$ cat src/rtl/xsimbus_arbiter_pkg.sv
// Shared xSimBus arbiter types: FSM encoding, bus widths and reset values.
// Used by xsimbus_arbiter and xsimbus_rr_picker.
package xsimbus_arbiter_pkg;

  localparam int unsigned XSimBusDeviceBus = 5;
  localparam int unsigned MemAddressBus    = 32;
  localparam int unsigned XSimBusSlots     = 32;
  localparam int unsigned TenureW          = 8;

  // Last-owner reset value chosen so that slot 0 wins the first scan.
  localparam logic [XSimBusDeviceBus-1:0] XSimBusArbResetLastId = 5'd31;

  typedef enum logic [1:0] {
    XSimBusArbIdle = 2'd0,
    XSimBusArbArb  = 2'd1,
    XSimBusArbOwn  = 2'd2
  } xsimbus_arb_state_e;

  function automatic logic [XSimBusSlots-1:0] id_to_onehot(
    input logic [XSimBusDeviceBus-1:0] id
  );
    return {{(XSimBusSlots-1){1'b0}}, 1'b1} << id;
  endfunction

endpackage

$ cat src/rtl/xsimbus_rr_picker.sv
// Combinational round-robin pick: rotate the request vector so the slot after
// last_id sits at bit 0, priority-encode the lowest set bit, then unrotate.
module xsimbus_rr_picker
  import xsimbus_arbiter_pkg::*;
#(
  parameter int unsigned NUM_MASTERS = XSimBusSlots,
  parameter int unsigned ID_W        = XSimBusDeviceBus
) (
  input  logic [NUM_MASTERS-1:0] req_i,
  input  logic [ID_W-1:0]        last_id_i,
  output logic [ID_W-1:0]        winner_id_o,
  output logic                   any_req_o
);

  logic [ID_W-1:0]        start;
  logic [NUM_MASTERS-1:0] rotated;
  logic [ID_W-1:0]        offset;

  // NUM_MASTERS == 2**ID_W, so the ID arithmetic wraps 31 -> 0 naturally.
  assign start   = last_id_i + ID_W'(1);
  assign rotated = NUM_MASTERS'({req_i, req_i} >> start);

  always_comb begin
    offset = '0;
    for (int i = int'(NUM_MASTERS) - 1; i >= 0; i--) begin
      if (rotated[i]) begin
        offset = ID_W'(i);
      end
    end
  end

  assign winner_id_o = offset + start;
  assign any_req_o   = |req_i;

endmodule

$ cat src/rtl/xsimbus_arbiter.sv
// Round-robin master arbiter for the xSimBus shared bus (IDLE -> ARB -> OWN).
// Optional owner tenure limit with preemption: define XSIMBUS_ARB_TENURE_EN.
module xsimbus_arbiter
  import xsimbus_arbiter_pkg::*;
#(
  parameter int unsigned NUM_MASTERS = XSimBusSlots,
  parameter int unsigned ID_W        = XSimBusDeviceBus,
  parameter int unsigned ADDR_W      = MemAddressBus,
  parameter int unsigned MAX_TENURE  = 16
) (
  input  logic                          clk,
  input  logic                          rst,
  input  logic [NUM_MASTERS-1:0]        req_in,
  input  logic [NUM_MASTERS-1:0]        lock_in,
  input  logic [NUM_MASTERS*ADDR_W-1:0] addr_in,
  output logic [NUM_MASTERS-1:0]        grant_out,
  output logic                          grant_valid_out,
  output logic [ID_W-1:0]               master_id_out,
  output logic [ID_W-1:0]               device_id_out,
  output logic                          hold_flag_out
);

  xsimbus_arb_state_e state_q, state_d;
  logic [ID_W-1:0] master_id_q, master_id_d;
  logic [ID_W-1:0] last_id_q, last_id_d;
  logic [ID_W-1:0] device_id_q, device_id_d;

  logic [ID_W-1:0]        pick_id;
  logic                   pick_any;
  logic [ID_W-1:0]        slot_dev [NUM_MASTERS];
  logic [NUM_MASTERS-1:0] owner_onehot;
  logic                   owner_req;
  logic                   others_req;
  logic                   preempt;
  logic                   unused_addr_bits;

  // Device ID is the top ID_W bits of each slot's address.
  for (genvar g = 0; g < NUM_MASTERS; g++) begin : g_slot_dev
    assign slot_dev[g] = addr_in[g*ADDR_W + ADDR_W - 1 -: ID_W];
  end
  assign unused_addr_bits = ^addr_in;

  xsimbus_rr_picker #(
    .NUM_MASTERS (NUM_MASTERS),
    .ID_W        (ID_W)
  ) u_picker (
    .req_i       (req_in),
    .last_id_i   (last_id_q),
    .winner_id_o (pick_id),
    .any_req_o   (pick_any)
  );

  assign owner_onehot = id_to_onehot(master_id_q);
  assign owner_req    = req_in[master_id_q];
  assign others_req   = |(req_in & ~owner_onehot);

`ifdef XSIMBUS_ARB_TENURE_EN
  logic [TenureW-1:0] tenure_q, tenure_d;

  always_comb begin
    tenure_d = tenure_q;
    if (state_q == XSimBusArbArb) begin
      tenure_d = '0;
    end else if (state_q == XSimBusArbOwn && tenure_q != '1) begin
      tenure_d = tenure_q + TenureW'(1);
    end
  end

  always_ff @(posedge clk or negedge rst) begin
    if (!rst) begin
      tenure_q <= '0;
    end else begin
      tenure_q <= tenure_d;
    end
  end

  // Counter saturates, so a locked owner stays preemptable once its lock drops.
  assign preempt = (state_q == XSimBusArbOwn) &&
                   (tenure_q >= TenureW'(MAX_TENURE - 1)) &&
                   others_req && !lock_in[master_id_q];
`else
  logic unused_lock;
  assign unused_lock = ^{lock_in, TenureW'(MAX_TENURE)};
  assign preempt     = 1'b0;
`endif

  always_comb begin
    state_d       = state_q;
    master_id_d   = master_id_q;
    last_id_d     = last_id_q;
    device_id_d   = device_id_q;
    hold_flag_out = 1'b0;
    unique case (state_q)
      XSimBusArbIdle: begin
        if (pick_any) begin
          master_id_d = pick_id;
          state_d     = XSimBusArbArb;
        end
      end
      XSimBusArbArb: begin
        hold_flag_out = 1'b1;
        device_id_d   = slot_dev[master_id_q];
        // Winner gave up before the grant: back to IDLE, last_id untouched.
        state_d       = owner_req ? XSimBusArbOwn : XSimBusArbIdle;
      end
      XSimBusArbOwn: begin
        hold_flag_out = others_req;
        device_id_d   = slot_dev[master_id_q];
        if (!owner_req || preempt) begin
          state_d   = XSimBusArbIdle;
          last_id_d = master_id_q;
        end
      end
      default: begin
        state_d = XSimBusArbIdle;
      end
    endcase
  end

  always_ff @(posedge clk or negedge rst) begin
    if (!rst) begin
      state_q     <= XSimBusArbIdle;
      master_id_q <= '0;
      last_id_q   <= XSimBusArbResetLastId;
      device_id_q <= '0;
    end else begin
      state_q     <= state_d;
      master_id_q <= master_id_d;
      last_id_q   <= last_id_d;
      device_id_q <= device_id_d;
    end
  end

  assign grant_valid_out = (state_q == XSimBusArbOwn);
  assign grant_out       = grant_valid_out ? owner_onehot : '0;
  assign master_id_out   = master_id_q;
  assign device_id_out   = device_id_q;

  a_grant_onehot0: assert property (@(posedge clk) disable iff (!rst)
    $onehot0(grant_out));
  a_valid_matches_grant: assert property (@(posedge clk) disable iff (!rst)
    grant_valid_out == (grant_out != '0));

endmodule

$ cat config.mk
export PLATFORM = sky130hd
export DESIGN_NAME = xsimbus_arbiter
export DESIGN_NICKNAME = d
export VERILOG_FILES = /design/src/rtl/xsimbus_arbiter_pkg.sv /design/src/rtl/xsimbus_rr_picker.sv /design/src/rtl/xsimbus_arbiter.sv
export SDC_FILE = /design/constraint.sdc
export NUM_CORES = 1
export LEC_CHECK = 0
export ABC_AREA = 0
export CORE_AREA = 2 2 441 443
export CTS_BUF_LIST = sky130_fd_sc_hd__clkbuf_2 sky130_fd_sc_hd__clkbuf_4 sky130_fd_sc_hd__clkbuf_8
export CTS_CLUSTER_SIZE = 12
export DETAILED_ROUTE_END_ITERATION = 12
export DIE_AREA = 0 0 443 445
export PLACE_DENSITY = 0.3
export REMOVE_ABC_BUFFERS = 1
export SLEW_MARGIN = 30
export SYNTH_ARGS = -nofsm -noshare
export SYNTH_HDL_FRONTEND = slang
export SYNTH_SLANG_ARGS = --single-unit
$ cat constraint.sdc
create_clock -name clk -period 5.1 [get_ports clk]
set_input_delay 1.02 -clock clk [delete_from_list [all_inputs] [get_ports clk]]
set_output_delay 1.02 -clock clk [all_outputs]
set_load 0.01 [all_outputs]
; ---- After elaboration in Yosys (flattened, before gate mapping)
; Cells that the tools add are included.
[word_totals]
inputBits = 1090
out_inout_bits = 44
regBits = 17
[op_classes]
mux = 43
order_cmp = 2
n_addsub = 2
shifts = 2
bitwise_logic = 4
reduce_logical = 7
eq_ne = 4
[op_table]
columns = cell, n
row1 = two-way mux 5 bit, 34
row2 = OR reduction 32 bit, 2
row3 = right shift 64 x 5 -> 32 bit, 1
row4 = bitwise AND 32 bit, 1
row5 = two-way mux 32 bit, 1
row6 = NOT 32 bit, 1
row7 = << shifter 1 x 5 -> 32 bit (first input constant), 1
row8 = binary-select mux 5 bit (select 5 bit), 1
row9 = >= comparator 6 bit (second input constant), 1
row10 = < comparator 5 x 6 -> 1 bit (second input constant), 1
row11 = two-way mux 2 bit, 3
row12 = NOT 5 -> 6 bit, 1
row13 = case mux 2 bit (3 select lines), 1
row14 = AND reduction 2 bit, 3
row15 = adder 5 x 1 -> 5 bit (second input constant), 1
row16 = adder 5 bit, 1
row17 = binary-select mux 1 bit (select 5 bit), 1
row18 = inequality test 2 bit (second input constant), 2
row19 = == test 2 x 1 -> 1 bit (second input constant), 1
row20 = == test 2 bit (second input constant), 1
row21 = zero test 2 bit, 1
row22 = case mux 1 bit (2 select lines), 1
row23 = OR reduction 2 bit, 1
row24 = two-way mux 1 bit, 1
row25 = NOT 1 bit, 1

; ---- Depth between registers and ports, before layout
; Gate-level depths: netlist (run 1).
[logic_depth]
depth_word = 35
ltp_mapped = 22
mapped_depth_nobuf = 19

; ---- Hierarchy
; From an unflattened synthesis (run 1), not the netlist that was laid out.
[hier_totals]
cells_unflattened = 529
area_unflattened_um2 = 5950.7
[by_module_without_submodules]
columns = mod, area_each_um2, instances, cells_per_inst
row1 = xsimbus_rr_picker, 3030.4, 1, 250
row2 = xsimbus_arbiter, 2920.3, 1, 279

; ---- Least setup slack after synthesis (run 1)
; No wires, ideal clock.
[synth_path]
path_kind = input-to-reg
from = input port req_in[29]
to = register master_id_q[4], in the netlist master_id_out[4]
cell_stages = 16
path_buffers = 1
path_slack_ps = 486
arrival_time_ps = 4479
required_time_ps = 4965
path_cell_list = clkbuf_1 -> mux4_1 -> mux2_2 -> mux4_2 -> o21bai_4 -> a2111oi_4 -> o21ai_0 -> and4b_1 -> o32ai_2 -> ha_1 -> fa_1 -> a21o_1 -> a21oi_1 -> xnor2_1 -> xnor2_1 -> o21ai_1
[synth_via]
elab_chain_len = 34
elab_cells_between_ends = 36
classes_between = 1 x add/sub / 1 x shift / 32 x mux / 2 x reduce/logical
[synth_rtl]
columns = item, line
row1 = "start, declared", xsimbus_arbiter.sv:13  ; input logic [NUM_MASTERS-1:0] req_in,
row2 = right shift 64 x 5 -> 32 bit, xsimbus_rr_picker.sv:21  ; assign rotated = NUM_MASTERS'({req_i, req_i} >> start);
row3 = two-way mux 5 bit (32 in series), xsimbus_rr_picker.sv:26  ; if (rotated[i]) begin
row4 = adder 5 bit, xsimbus_rr_picker.sv:32  ; assign winner_id_o = offset + start;
row5 = "end signal, assigned", xsimbus_arbiter.sv:128  ; master_id_q <= master_id_d;
row6 = "end, declared", xsimbus_arbiter.sv:24  ; logic [ID_W-1:0] master_id_q, master_id_d;
; Parallel ways exist; a longest one is shown, timed or not.
; A chain may end at the register's enable or synchronous reset.

; ---- Worst setup path in the final report (run 1)
[layout_path]
from = input port req_in[11]
to = register master_id_q[4], in the netlist master_id_out[4]
; The elaborated chain is that of the path after synthesis.

==> metrics.md, run 1 <==
| Metric | Value |
|---|---|
| Final setup fails | 0 |
| # rows | 161 |
| Pwr per Cell Area | about 640 mW/mm^2 |
| Status | finished, final reports clean |
| Vias per inst | roughly 2.1 |
| Crit. End Element | flop |
| CTS tree | done |
| Period minus WS final | between 4000 and 5000 ps |
| Share of cells above drive strength 1 | about two fifths |
| Dominant synthesized flop cell | dfrtp_1 |
| Synthesized area | roughly 0.0064 sq mm |
| # hold bufs at CTS | 0 |
| Hold path depth | 2 |
| Leading area contributor after synthesis | mux4_2 |
| Yosys Warn Count | 0 |
| Worst min path class | reg2reg |
| Slowest stage delay, CP | roughly 530 ps |
| Ys async rst share | 100.0% |
| Initial antenna violation count | 9 |
| Final Cycle Share | 97.31% |
| Final WL | approximately 47,000 um |
| Final worst slack | ~140 ps |
| Post-placement cell count | ~3,600 |
| Total GRT Usage | 4.600% |
| Synthesized flop and latch total | 17 |
| Reg2reg setup slack | ~160 ps |
| Effective utilization at floorplan | under 10% |
| Post-layout util | around 7.2% |
| Hold Fails Final Rpt | 0 |
| Vias | 7,605 |
| DR DRC count | 0 |
| Seq/Total Area, Yosys | about 6.8% |
| Dpl ws | -744.1 ps |
| CTS Sinks | 17 |
| Register share of total power | 3.8% |
| Crit path max-delay cell type | mux4_2 |
| Worst EP required | approximately 5300 ps |
| Layout overhead on the synthesized area | 116.0% |
| Post-Layout Cell Count | ~3,600 |
| Worst reg2reg endpoint | master_id_out[4]$_DFFE_PN0P_ |
| Die W | around 440 um |
| Boundary Pins | around 1,100 |
| Share of total power in combinational logic | between 90% and 100% |
| EDFF count, synth | 0 |
| Vias in the first global route | 7,982 |
| Gpl congestion | just over 0.7 |
| Share of the synthesized area in the top cell type | between 30% and 40% |
| Avg WL per Cell | about 13 um |
| IO buf count | 237 |
| Fmax | 201.5 MHz |
| Unique masters post-synth | 80 |
| Die Y | approximately 450 um |
| DR iter-0 viols | ~320 |
| DP Wirelength | between 40,000 and 50,000 um |
| Crit-path max FO | 4 |
| Critical Path Start Type | primary input |
| Nets | approximately 2,200 |
| Leak | around 4.3 nW |
| First-pass GRT wire length | ~64,000 um |
| WHS Endpoint | device_id_out[1]$_DFFE_PN0P_ |
| Total grt overflow | 0 |
| Die area | just under 0.2 sq mm |
| Clock share of power | ~1.4% |
| Top post-synthesis cells by area | mux4_2, mux2i_1, dfrtp_1, nor2_1, mux2_2 |
| Clock root buffer | clkbuf_8 |
| P_int | 4.450 mW |
| Crit path cell chain | clkdlybuf4s15_1, buf_6, mux2_2, mux4_2, mux4_2, o21bai_4, a2111oi_4, o311ai_2, and4b_1, o32ai_2, buf_4, ha_4, fa_2, a21o_1, a21oi_2, xnor2_2, xnor2_1, buf_4, o21ai_2 |
| HP Start | device_id_out[1]$_DFFE_PN0P_ |
| Max-slew violations | 0 |
| Core area | 0.1920 sq mm |
| RSZ-0062 raised after global routing | yes |
| Worst-path clk slew | 90 ps |
| Clk buf depth | 2 |
| CTS buffer count | 3 |
| Reg-to-Reg Start | last_id_q[0]$_DFFE_PN1P_ |
| Worst slew margin | ~48% |
| Worst Max-Slew Pin Slew | ~750 ps |
| DR pass1 iterations | 5 |
| Largest net degree at the start of global routing | 33 |
| Clk Latency, worst-skew pair | 280 ps |
| Setup CP Type | in2reg |
| Mapped Avg Cell Area | around 9.5 sq um |
| Post-route ant nets | 0 |
| H-tree depth | 1 |
| Clk_skew | 2.511 ps |
| Crit path DAT | around 5100 ps |
| Max Cap Viol | 0 |
| Maximum vdd drop | approximately 210 uV |
| Reg2Reg Depth | 19 |
| Switch share | just under 50% |
| Instance count of the mapped netlist | 670 |
| P_sw | between 4 and 5 mW |
==> per-layer routing <==
metal  part of all wire (%)  up-vias  routed length (um)  GRT usage, %
met5                   0.19        -                  90             0
met4                    1.3       14                 631        0.6686
met3                    4.7       41                2229        0.7402
met2                     52      258               24600         8.453
met1                     42     3797               19680         5.684
li1                       -     3495                   -             -
==> cells in the final DEF (no fill, tap or decap), drive strengths merged, types with 7 or more instances in the layout <==
master	instances
a2111oi	10
a21oi	28
buf	238
clkbuf	13
clkdlybuf4s50	205
dfrtp	12
dlygate4sd2	18
ha	8
inv	22
mux2	23
mux2i	63
mux4	104
nand2	42
nand2b	10
nand3	17
nand3b	7
nand4	7
nor2	68
nor2b	15
nor3	20
nor4	8
o21ai	31
==> layout make-up <==
| class | count | area, sq um |
|---|---|---|
| Fill cell | 22473 | 178200 |
| Multi-Input combinational cell | 561 | 5640 |
| Timing Repair Buffer | 474 | 4360 |
| Tap cell | 2526 | 3161 |
| Sequential cell | 17 | 441.7 |
| Inverter | 22 | 85.08 |
| Clock buffer | 3 | 41.29 |
| Clock inverter | 1 | 5.005 |
| Antenna cell | 1 | 2.502 |
==> through the flow <==
stage	hold slack [ps]	TNS, ps	area, sq um	power (mW)
after floorplan	512.5	-5710	6021	4.624
after global placement	514.9	-2128	13310	8.454
after detailed placement	521.4	-2087	13310	8.385
after CTS	542.7	0	13650	8.787
after global routing	589.8	-68.52	13730	9.514
final	539.1	0	13740	8.753
==> timing repair <==
action,4_1_cts,5_1_grt
gates resized for setup,90,33
pin swaps,15,12
buffers inserted,25,7
setup endpoints to repair,4,1
==> critical path: cells and delay by family <==
kind	cells	cell delay, ps
AO/OA/AOI/OAI	7	1250
XOR/XNOR	2	290
adder cells (fa/ha/maj)	2	340
buffers and inverters	4	670
multiplexers	3	1310
AND/OR/NAND/NOR	1	230
==> synth_stat cells, drive strengths merged (3+ instances only) <==
cell and n:
mux4 104, nor2 68, mux2i 63, nand2 42
buf 37, clkbuf 33, o21ai 31, a21oi 28
mux2 23, inv 21, nor3 20, nand3 17
nor2b 15, dfrtp 12, a2111oi 10, nand2b 10
ha 8, nor4 8, nand3b 7, nand4 7
xnor2 6, dfstp 5, o21a 5, o31ai 5
o32ai 5, or3 5, a31oi 4, o21bai 4
or2 4, a311oi 3, and2 3, and4 3
nor3b 3, o211a 3, o211ai 3, o22ai 3
o311ai 3, xor2 3
==> registers in the layout, indices dropped and copies added, names as in the netlist <==
name	flops
last_id_q	5
device_id_out	5
master_id_out	5
state_q	2
==> kinds of logic (layout without fill, tap and decap cells) <==
logic type,after synthesis,in the layout,synth area share [%]
compound gates,130,130,14.50
xor+xnor,9,9,1.535
fa+ha+maj,9,9,1.889
buf+inv,92,500,6.630
flops,17,17,6.787
mux,190,190,51.11
other cells,0,1,0
simple gates,223,223,17.55
==> worst max-delay path by stage <==
stage                                         from                           end  slack (ps)  depth (start not counted)
after CTS                               req_in[22]  master_id_out[4]$_DFFE_PN0P_         0.8                         19
after global routing      last_id_q[0]$_DFFE_PN1P_  master_id_out[4]$_DFFE_PN0P_         -70                         19
after floorplan           last_id_q[0]$_DFFE_PN1P_  master_id_out[4]$_DFFE_PN0P_       -1490                         18
after detailed placement                req_in[16]  master_id_out[4]$_DFFE_PN0P_        -740                         22
final                                   req_in[11]  master_id_out[4]$_DFFE_PN0P_         140                         19
after global placement                  req_in[16]  master_id_out[4]$_DFFE_PN0P_        -760                         20
==> power by group through the flow <==
stage                     clock (mW)  sequential [mW]  combinational [mW]
after floorplan                    0            0.518                4.11
after global placement             0            0.343                8.11
after detailed placement           0            0.345                8.04
after CTS                      0.129            0.343                8.31
after global routing           0.132            0.355                9.03
final                          0.124            0.334                8.29
Note: power is estimated with default switching activity, not from simulation.
==> run 2, diff against run 1 <==
--- a/config.mk
+++ b/config.mk
@@ -6,6 +6,7 @@
 export NUM_CORES = 1
 export LEC_CHECK = 0
 export ABC_AREA = 0
+export ABC_CLOCK_PERIOD_IN_PS = 5100
 export CORE_AREA = 2 2 441 443
 export CTS_BUF_LIST = sky130_fd_sc_hd__clkbuf_2 sky130_fd_sc_hd__clkbuf_4 sky130_fd_sc_hd__clkbuf_8
 export CTS_CLUSTER_SIZE = 12
==> results of run 2 <==
The final DEF is identical to that of run 1; final timing and power are the same.
